## config.mk

```make
export PLATFORM = sky130hd
export DESIGN_NAME = hex_uart_formatter
export DESIGN_NICKNAME = d
export VERILOG_FILES = /design/src/rtl/hex_fmt_pkg.sv /design/src/rtl/nibble_to_ascii.sv /design/src/rtl/hex_uart_formatter.sv
export SDC_FILE = /design/constraint.sdc
export NUM_CORES = 1
export LEC_CHECK = 0
export CAP_MARGIN = 5
export CELL_PAD_IN_SITES_DETAIL_PLACEMENT = 1
export CELL_PAD_IN_SITES_GLOBAL_PLACEMENT = 2
export CORE_ASPECT_RATIO = 0.9
export CORE_MARGIN = 2
export CORE_UTILIZATION = 30
export CTS_CLUSTER_SIZE = 8
export DETAILED_ROUTE_END_ITERATION = 16
export PLACE_DENSITY_LB_ADDON = 0.1
export SETUP_SLACK_MARGIN = 0.2
export SKIP_LAST_GASP = 1
export SLEW_MARGIN = 20
export SYNTH_ARGS = -nofsm -noshare
export SYNTH_HDL_FRONTEND = slang
export SYNTH_SLANG_ARGS = --single-unit
```

## constraint.sdc

```tcl
create_clock -name clk_48mhz -period 2.76 [get_ports clk_48mhz]
set_input_delay 0.828 -clock clk_48mhz [delete_from_list [all_inputs] [get_ports clk_48mhz]]
set_output_delay 0.828 -clock clk_48mhz [all_outputs]
set_load 0.05 [all_outputs]
```

## src/rtl/hex_fmt_pkg.sv

```systemverilog
// Shared constants and state encoding for the hex-to-ASCII UART formatter.
package hex_fmt_pkg;

  localparam logic [7:0] ASC_0    = 8'h30;
  localparam logic [7:0] ASC_X    = 8'h78;
  localparam logic [7:0] ASC_CR   = 8'h0D;
  localparam logic [7:0] ASC_LF   = 8'h0A;
  localparam logic [7:0] ASC_A_UC = 8'h41;
  localparam logic [7:0] ASC_A_LC = 8'h61;

  typedef enum logic [2:0] {
    IDLE  = 3'd0,
    PFX0  = 3'd1,
    PFX1  = 3'd2,
    DIGIT = 3'd3,
    CR    = 3'd4,
    LF    = 3'd5
  } state_e;

endpackage

```

## src/rtl/nibble_to_ascii.sv

```systemverilog
// Maps a 4-bit nibble to its ASCII hex digit; letter case chosen at elaboration.
module nibble_to_ascii
  import hex_fmt_pkg::*;
#(
  parameter int UPPERCASE = 1
) (
  input  logic [3:0] nibble,
  output logic [7:0] ascii
);

  localparam logic [7:0] ASC_ALPHA = (UPPERCASE != 0) ? ASC_A_UC : ASC_A_LC;

  // Digits 0-9 offset from '0', digits 10-15 offset from 'A' or 'a'
  always_comb begin
    if (nibble < 4'd10) begin
      ascii = ASC_0 + {4'd0, nibble};
    end else begin
      ascii = ASC_ALPHA + {4'd0, nibble} - 8'd10;
    end
  end

endmodule

```

## src/rtl/hex_uart_formatter.sv

```systemverilog
// Formats one binary word per handshake as ASCII hex text ("0x....\r\n")
// and streams it one character per accepted byte into the usb_uart input.
module hex_uart_formatter
  import hex_fmt_pkg::*;
#(
  parameter int DATA_WIDTH = 32,
  parameter int PREFIX_EN  = 1,
  parameter int NEWLINE_EN = 1,
  parameter int UPPERCASE  = 1
) (
  input  logic                  clk_48mhz,
  input  logic                  reset,
  input  logic [DATA_WIDTH-1:0] word_data,
  input  logic                  word_valid,
  output logic                  word_ready,
  output logic [7:0]            uart_in_data,
  output logic                  uart_in_valid,
  input  logic                  uart_in_ready
);

  localparam int         NUM_DIGITS = DATA_WIDTH / 4;
  localparam logic [3:0] CNT_LAST   = 4'(NUM_DIGITS - 1);

  if ((DATA_WIDTH % 4) != 0 || DATA_WIDTH < 4 || DATA_WIDTH > 64) begin : g_bad_width
    $error("hex_uart_formatter: DATA_WIDTH must be a multiple of 4 in 4..64");
  end

  state_e                state_r;
  state_e                state_s;
  logic [DATA_WIDTH-1:0] shift_r;
  logic [DATA_WIDTH-1:0] shift_s;
  logic [3:0]            cnt_r;
  logic [3:0]            cnt_s;
  logic                  word_ready_r;
  logic                  uart_in_valid_r;
  logic [7:0]            uart_in_data_r;
  logic                  ready_s;
  logic                  valid_s;
  logic [7:0]            data_s;
  logic [7:0]            digit_ascii_s;
  logic                  word_acc_s;
  logic                  byte_acc_s;

  assign word_acc_s = word_valid & word_ready_r;
  assign byte_acc_s = uart_in_valid_r & uart_in_ready;

  // Outputs are registered from the next state, so the digit shown is the top
  // nibble of the next shift value; a stalled byte therefore stays stable.
  nibble_to_ascii #(
    .UPPERCASE (UPPERCASE)
  ) u_nibble_to_ascii (
    .nibble (shift_s[DATA_WIDTH-1 -: 4]),
    .ascii  (digit_ascii_s)
  );

  // State, shift register and digit counter
  always_ff @(posedge clk_48mhz) begin
    if (reset) begin
      state_r <= IDLE;
      shift_r <= '0;
      cnt_r   <= 4'd0;
    end else begin
      state_r <= state_s;
      shift_r <= shift_s;
      cnt_r   <= cnt_s;
    end
  end

  // Next-state logic: advance on every accepted byte, load on word accept
  always_comb begin
    state_s = state_r;
    shift_s = shift_r;
    cnt_s   = cnt_r;
    case (state_r)
      IDLE: begin
        if (word_acc_s) begin
          shift_s = word_data;
          cnt_s   = CNT_LAST;
          if (PREFIX_EN != 0) begin
            state_s = PFX0;
          end else begin
            state_s = DIGIT;
          end
        end else begin
          state_s = IDLE;
        end
      end
      PFX0: begin
        if (byte_acc_s) begin
          state_s = PFX1;
        end else begin
          state_s = PFX0;
        end
      end
      PFX1: begin
        if (byte_acc_s) begin
          state_s = DIGIT;
        end else begin
          state_s = PFX1;
        end
      end
      DIGIT: begin
        if (byte_acc_s && cnt_r == 4'd0) begin
          if (NEWLINE_EN != 0) begin
            state_s = CR;
          end else begin
            state_s = IDLE;
          end
        end else if (byte_acc_s) begin
          shift_s = shift_r << 3'd4;
          cnt_s   = cnt_r - 4'd1;
          state_s = DIGIT;
        end else begin
          state_s = DIGIT;
        end
      end
      CR: begin
        if (byte_acc_s) begin
          state_s = LF;
        end else begin
          state_s = CR;
        end
      end
      LF: begin
        if (byte_acc_s) begin
          state_s = IDLE;
        end else begin
          state_s = LF;
        end
      end
      default: begin
        state_s = IDLE;
      end
    endcase
  end

  // Output decode for the state about to be entered
  always_comb begin
    ready_s = 1'b0;
    valid_s = 1'b1;
    data_s  = 8'h00;
    case (state_s)
      IDLE: begin
        ready_s = 1'b1;
        valid_s = 1'b0;
        data_s  = 8'h00;
      end
      PFX0:    data_s = ASC_0;
      PFX1:    data_s = ASC_X;
      DIGIT:   data_s = digit_ascii_s;
      CR:      data_s = ASC_CR;
      LF:      data_s = ASC_LF;
      default: begin
        ready_s = 1'b0;
        valid_s = 1'b0;
        data_s  = 8'h00;
      end
    endcase
  end

  // Registered handshake outputs
  always_ff @(posedge clk_48mhz) begin
    if (reset) begin
      word_ready_r    <= 1'b0;
      uart_in_valid_r <= 1'b0;
      uart_in_data_r  <= 8'h00;
    end else begin
      word_ready_r    <= ready_s;
      uart_in_valid_r <= valid_s;
      uart_in_data_r  <= data_s;
    end
  end

  assign word_ready    = word_ready_r;
  assign uart_in_valid = uart_in_valid_r;
  assign uart_in_data  = uart_in_data_r;

endmodule

```

== Word level (Yosys, flattened, before mapping) ==
Index checks and enable logic that the tools add are counted.
Operators by class
  $mul: 0
  magnitude comparators: 1
  eq/ne operators: 13
  $add $sub $neg: 4
  shift-type cells: 0
  bitwise gates (word level): 2
  reduce and logical (&&, ||, !) cells: 7
  muxes and demuxes: 19
  divide/modulo/power cells: 0
Operators with widths (count)
  $mux W32: 3
  $pmux W32 S2: 1
  $pmux W8 S5: 1
  $pmux W3 S6: 1
  $eq A3 B2 Y1 const B: 4
  $eq A3 B3 Y1 const B: 4
  $mux W4: 3
  $add A7 B4 Y8 const A: 1
  $mux W8: 1
  $pmux W4 S2: 1
  $sub A8 B4 Y8 const B: 1
  $add A6 B4 Y7 const A: 1
  $eq A3 B1 Y1 const B: 2
  $logic_not A3 Y1: 2
  $mux W3: 2
  $ne A2 B2 Y1 const B: 3
  $mux W1: 5
  $reduce_or A5 Y1: 1
  $logic_not A4 Y1: 1
  $lt A4 B4 Y1 const B: 1
  $reduce_and A4 Y1: 1
  $sub A4 B1 Y4 const B: 1
  $and A1 B1 Y1: 2
  $mux W2: 1
  2 further kinds: 2
Word-level totals
  bits in writable memories: 0
  output and inout port bits: 10
  flip-flop bits (word level): 49
  memories kept: 0
  input port bits: 36
  bits in latches: 0
  memory bits (read-only): 0
  word-level logic and storage cells: 53

== Logic depth before layout (Yosys ltp) ==
  depth after elaboration: 8
  gate-level depth with buffers: 12
  depth with buffers taken out: 10

== Cells and area by module ==
From an unflattened synthesis, not the netlist that was laid out.
Unflattened totals
  cell total of the unflattened synthesis: 266
  area, all modules: 2321.0 µm²
By module, submodules not included
  hex_uart_formatter: area each 2215.9 µm², times used 1, sequential area each 980.9 µm², cells each 250
  nibble_to_ascii: area each 105.1 µm², times used 1, sequential area each 0.0 µm², cells each 16

== Worst setup path after synthesis ==
No wires, ideal clock.
  kind: input to register
  from: input port uart_in_ready
  to: register uart_in_data_r[2], in the netlist uart_in_data[2]
  buffers on the path: 3
  required time: 2.691 ns
  slack: 0.244 ns
  stages: 11
  data arrival time: 2.447 ns
  library setup time: 0.069 ns
  cell sequence: and3_1 > clkbuf_1 > and3_1 > buf_2 > buf_6 > a22o_1 > a21oi_4 > ha_1 > a31oi_1 > a31o_2 > o21ai_1
On the way
  longest elaborated chain between the ends: 8
  elaborated cells between the ends (all ways): 22
  those cells by class: 3 x add/sub; 1 x order compare; 5 x eq/ne; 11 x mux; 1 x bitwise; 1 x reduce/logical
RTL lines
  from (decl): RTL line hex_uart_formatter.sv:18  | input logic uart_in_ready
  $and A1 B1 Y1 *: RTL line hex_uart_formatter.sv:45  | assign byte_acc_s = uart_in_valid_r & uart_in_ready;
  $mux W32 or $logic_and A1 B1 Y1 (tied branches): RTL line hex_uart_formatter.sv:109, hex_uart_formatter.sv:103
  $mux W32: RTL line hex_uart_formatter.sv:103  | if (byte_acc_s && cnt_r == 4'd0) begin
  $pmux W32 S2: RTL line hex_uart_formatter.sv:74  | case (state_r)
  $add A7 B4 Y8: RTL line nibble_to_ascii.sv:18  | ascii = ASC_ALPHA + {4'd0, nibble} - 8'd10;
  $sub A8 B4 Y8: RTL line nibble_to_ascii.sv:18
  $mux W8: RTL line nibble_to_ascii.sv:15  | if (nibble < 4'd10) begin
  $pmux W8 S5 *: RTL line hex_uart_formatter.sv:142  | case (state_s)
  to (signal assigned): RTL line hex_uart_formatter.sv:170  | uart_in_data_r <= data_s;
  to (decl): RTL line hex_uart_formatter.sv:36  | logic [7:0] uart_in_data_r;
Mark *: on every way between the ends. The rest lies on a longest branch, timed or not. The select of a mux whose other input is x is not followed.
A chain may end at the register's enable or synchronous reset.

== Worst setup path in the final report ==
Ends and elaborated chain as after synthesis.

==> impl_metrics.env <==
export IMPL_outcome="finished, final reports clean"
export IMPL_vias_per_cell=4.88
export IMPL_layout_min_cycle_time_ns=2.44
export IMPL_placedCellCount=377
export IMPL_drive_gt1_share_pct=14.4
export IMPL_fin_hold_ws_ns=0.458
export IMPL_post_route_period_util_pct=88.3
export IMPL_ant_nets=0
export IMPL_stdcell_area_um2=2840
export IMPL_n_antenna_cell=0
export IMPL_cts_tree="built"
export IMPL_io_buffer_count=44
export IMPL_ys_seq_elements=48
export IMPL_start_kind="input port"
export IMPL_tns_ns=0
export IMPL_crit_path_end_kind="flop"
export IMPL_routed_wl_mm=5.73
export IMPL_path_class="input port to flop"
export IMPL_synthFlopType="dfxtp_1"
export IMPL_track_usage_pct=15.7
export IMPL_drtIter0Drc=71
export IMPL_start_util_pct=30.5
export IMPL_hp_class="flop to flop"
export IMPL_leakagePower_nw=0.984
export IMPL_yosysMostFrequentCell="dfxtp_1"
export IMPL_relSlewSlack_pct=56.3
export IMPL_hold_violations=0
export IMPL_wl_met1_mm=3.07
export IMPL_drv_cap=0
export IMPL_dr_pass1_iters=4
export IMPL_peakVddDrop_mv=0.185
export IMPL_fin_skew_ns=0.00315
export IMPL_power_density_nw_per_um2=548
export IMPL_ys_seq_area_share_pct=45.3
export IMPL_stdcell_count=385
export IMPL_required_ns=3.00
export IMPL_synth_commonest_cells="dfxtp_1 (48), a21oi_1 (35), nand2_1 (35)"
export IMPL_grt_pass1_vias=1884
export IMPL_place_area_um2=2710
export IMPL_postLayoutCoreUtil_pct=40.8
export IMPL_ios=46
export IMPL_topRoutingLayerUsed="met4"
export IMPL_synth_area_leaders="dfxtp_1 (45%), a22oi_1 (8.5%), a21oi_1 (8.3%)"
export IMPL_cts_sinks=48
export IMPL_synth_area_leader_cell="dfxtp_1"
export IMPL_cts_max_level=2
export IMPL_antenna_found_initial=0
export IMPL_dr_total_vias=1880
export IMPL_core_area_um2=6970
export IMPL_netlist_area_um2=2120
export IMPL_synth_fp_nets=281
export IMPL_syn_area_per_cell_um2=8.77
export IMPL_place_hpwl_mm=3.99
export IMPL_cts_hold_fix_buffers=0
export IMPL_rsz0062_at_grt="true"
export IMPL_synth_top_cell_area_share_pct=45.3
export IMPL_fin_nets=330
export IMPL_postSynth_asyncResetShare_pct=0
export IMPL_wl_met2_mm=2.29
export IMPL_fp_dieW_um=92.7
export IMPL_row_count=29
export IMPL_grt_max_degree=39
export IMPL_clockBufferDepth=2
export IMPL_insertion_delay_ns=0.31
export IMPL_setup_violations_final=0
export IMPL_fmax_mhz=410
export IMPL_maxSlewViolCount=0
export IMPL_cts_buffers_inserted=5
export IMPL_ys_warn_count=0
export IMPL_synth_edf_count=0
export IMPL_crit_path_max_fanout=6
export IMPL_fp_dieArea_um2=7760
export IMPL_drc=0
export IMPL_syn_to_final_growth_pct=33.9
export IMPL_tightestPinTransition_ns=0.639
export IMPL_gp_congestion=0.799
export IMPL_netlist_cell_type_count=44
export IMPL_routedWlPerCell_um=14.9
export IMPL_grt_first_pass_wirelength_mm=9.56
export IMPL_syn_inst=242
export IMPL_cts_root_buffer="clkbuf_8"
export IMPL_arrival_ns=2.68
export IMPL_overflow=0
export IMPL_cts_clk_slew_worst_paths_ns=0.09
export IMPL_wl_met3_um=287
export IMPL_fp_dieH_um=83.8
[state kept, by name, summed over array words and instances (netlist names)]
register / cells
uart_in_data: 7
uart_in_valid: 1
cnt_r: 4
shift_r: 32
state_r: 3
word_ready: 1
[critical path, stage by stage]
cell	delay [ns]
clkdlybuf4s50_1	0.42
and3_4	0.20
and4_1	0.20
a311o_1	0.34
inv_1	0.09
ha_2	0.19
a31oi_1	0.07
a31o_2	0.23
o21ai_1	0.11
[report_power, final]
group          switching (mW)  internal, mW  total [mW]  leakage, nW
Clock                   0.252         0.268       0.520       0.0541
Combinational           0.142         0.137       0.279        0.539
Sequential             0.0265         0.730       0.757        0.391
Total                   0.420          1.14        1.56        0.984
[path summary, 6_finish.rpt]
| kind | from | end | slack, ns | depth (start not counted) |
|---|---|---|---|---|
| worst max-delay path | uart_in_ready | uart_in_data[2] | 0.32 | 9 |
| worst min-delay path | shift_r[18] | shift_r[18] | 0.46 | 2 |
| worst max register to register | cnt_r[0] | uart_in_data[2] | 0.48 | 10 |
| worst min register to register | shift_r[18] | shift_r[18] | 0.46 | 2 |
[placed cells by master, fill, tap and decap left out, types with 5 or more instances in the layout]
| master | netlist | layout |
|---|---|---|
| dfxtp_1 | 48 | 48 |
| clkdlybuf4s50_1 | 0 | 43 |
| nand2_1 | 35 | 35 |
| a21oi_1 | 35 | 35 |
| a22oi_1 | 24 | 24 |
| buf_4 | 1 | 19 |
| nor2b_1 | 8 | 8 |
| nor2_1 | 8 | 7 |
| nand3_1 | 6 | 6 |
| inv_1 | 5 | 5 |
| clkbuf_8 | 0 | 5 |
[layer usage]
metal | GRT usage [%] | vias to the layer above
met5 | 0 | -
met4 | 5.21 | 0
met3 | 3.52 | 8
met2 | 20.8 | 37
met1 | 24.6 | 878
li1 | - | 957
[layout make-up]
class | instances | area (µm²)
clock buffers | 5 | 68.8
fillers | 830 | 4130
multi-input cells | 168 | 1050
repair buffers | 63 | 586
well taps | 93 | 116
inverters | 5 | 18.8
clock inverters | 3 | 42.5
flip-flops and latches | 48 | 961
[logic make-up after synthesis]
family / Yosys count / share of synthesized area (%)
flops: 48 / 45.3
fa+ha+maj: 3 / 1.77
compound gates: 84 / 26.5
xor+xnor: 5 / 2.06
buf+inv: 26 / 6.19
simple gates: 75 / 18.0
other cells: 1 / 0.177
[metrics by stage]
stage                     total power [mW]  setup WS (ns)
final                                 1.56          0.322
after CTS                             1.58          0.201
after floorplan                      0.928          0.244
after global routing                  1.64          0.184
after detailed placement              1.05         -0.180
after global placement                1.05         -0.106
[repair_timing]
| item | 4_1_cts | 5_1_grt |
|---|---|---|
| pin swaps | 0 | 1 |
| setup buffers | 0 | 0 |
| setup endpoints to repair | 4 | 5 |
| gates resized for setup | 3 | 5 |
(Power assumes the default switching activity.)
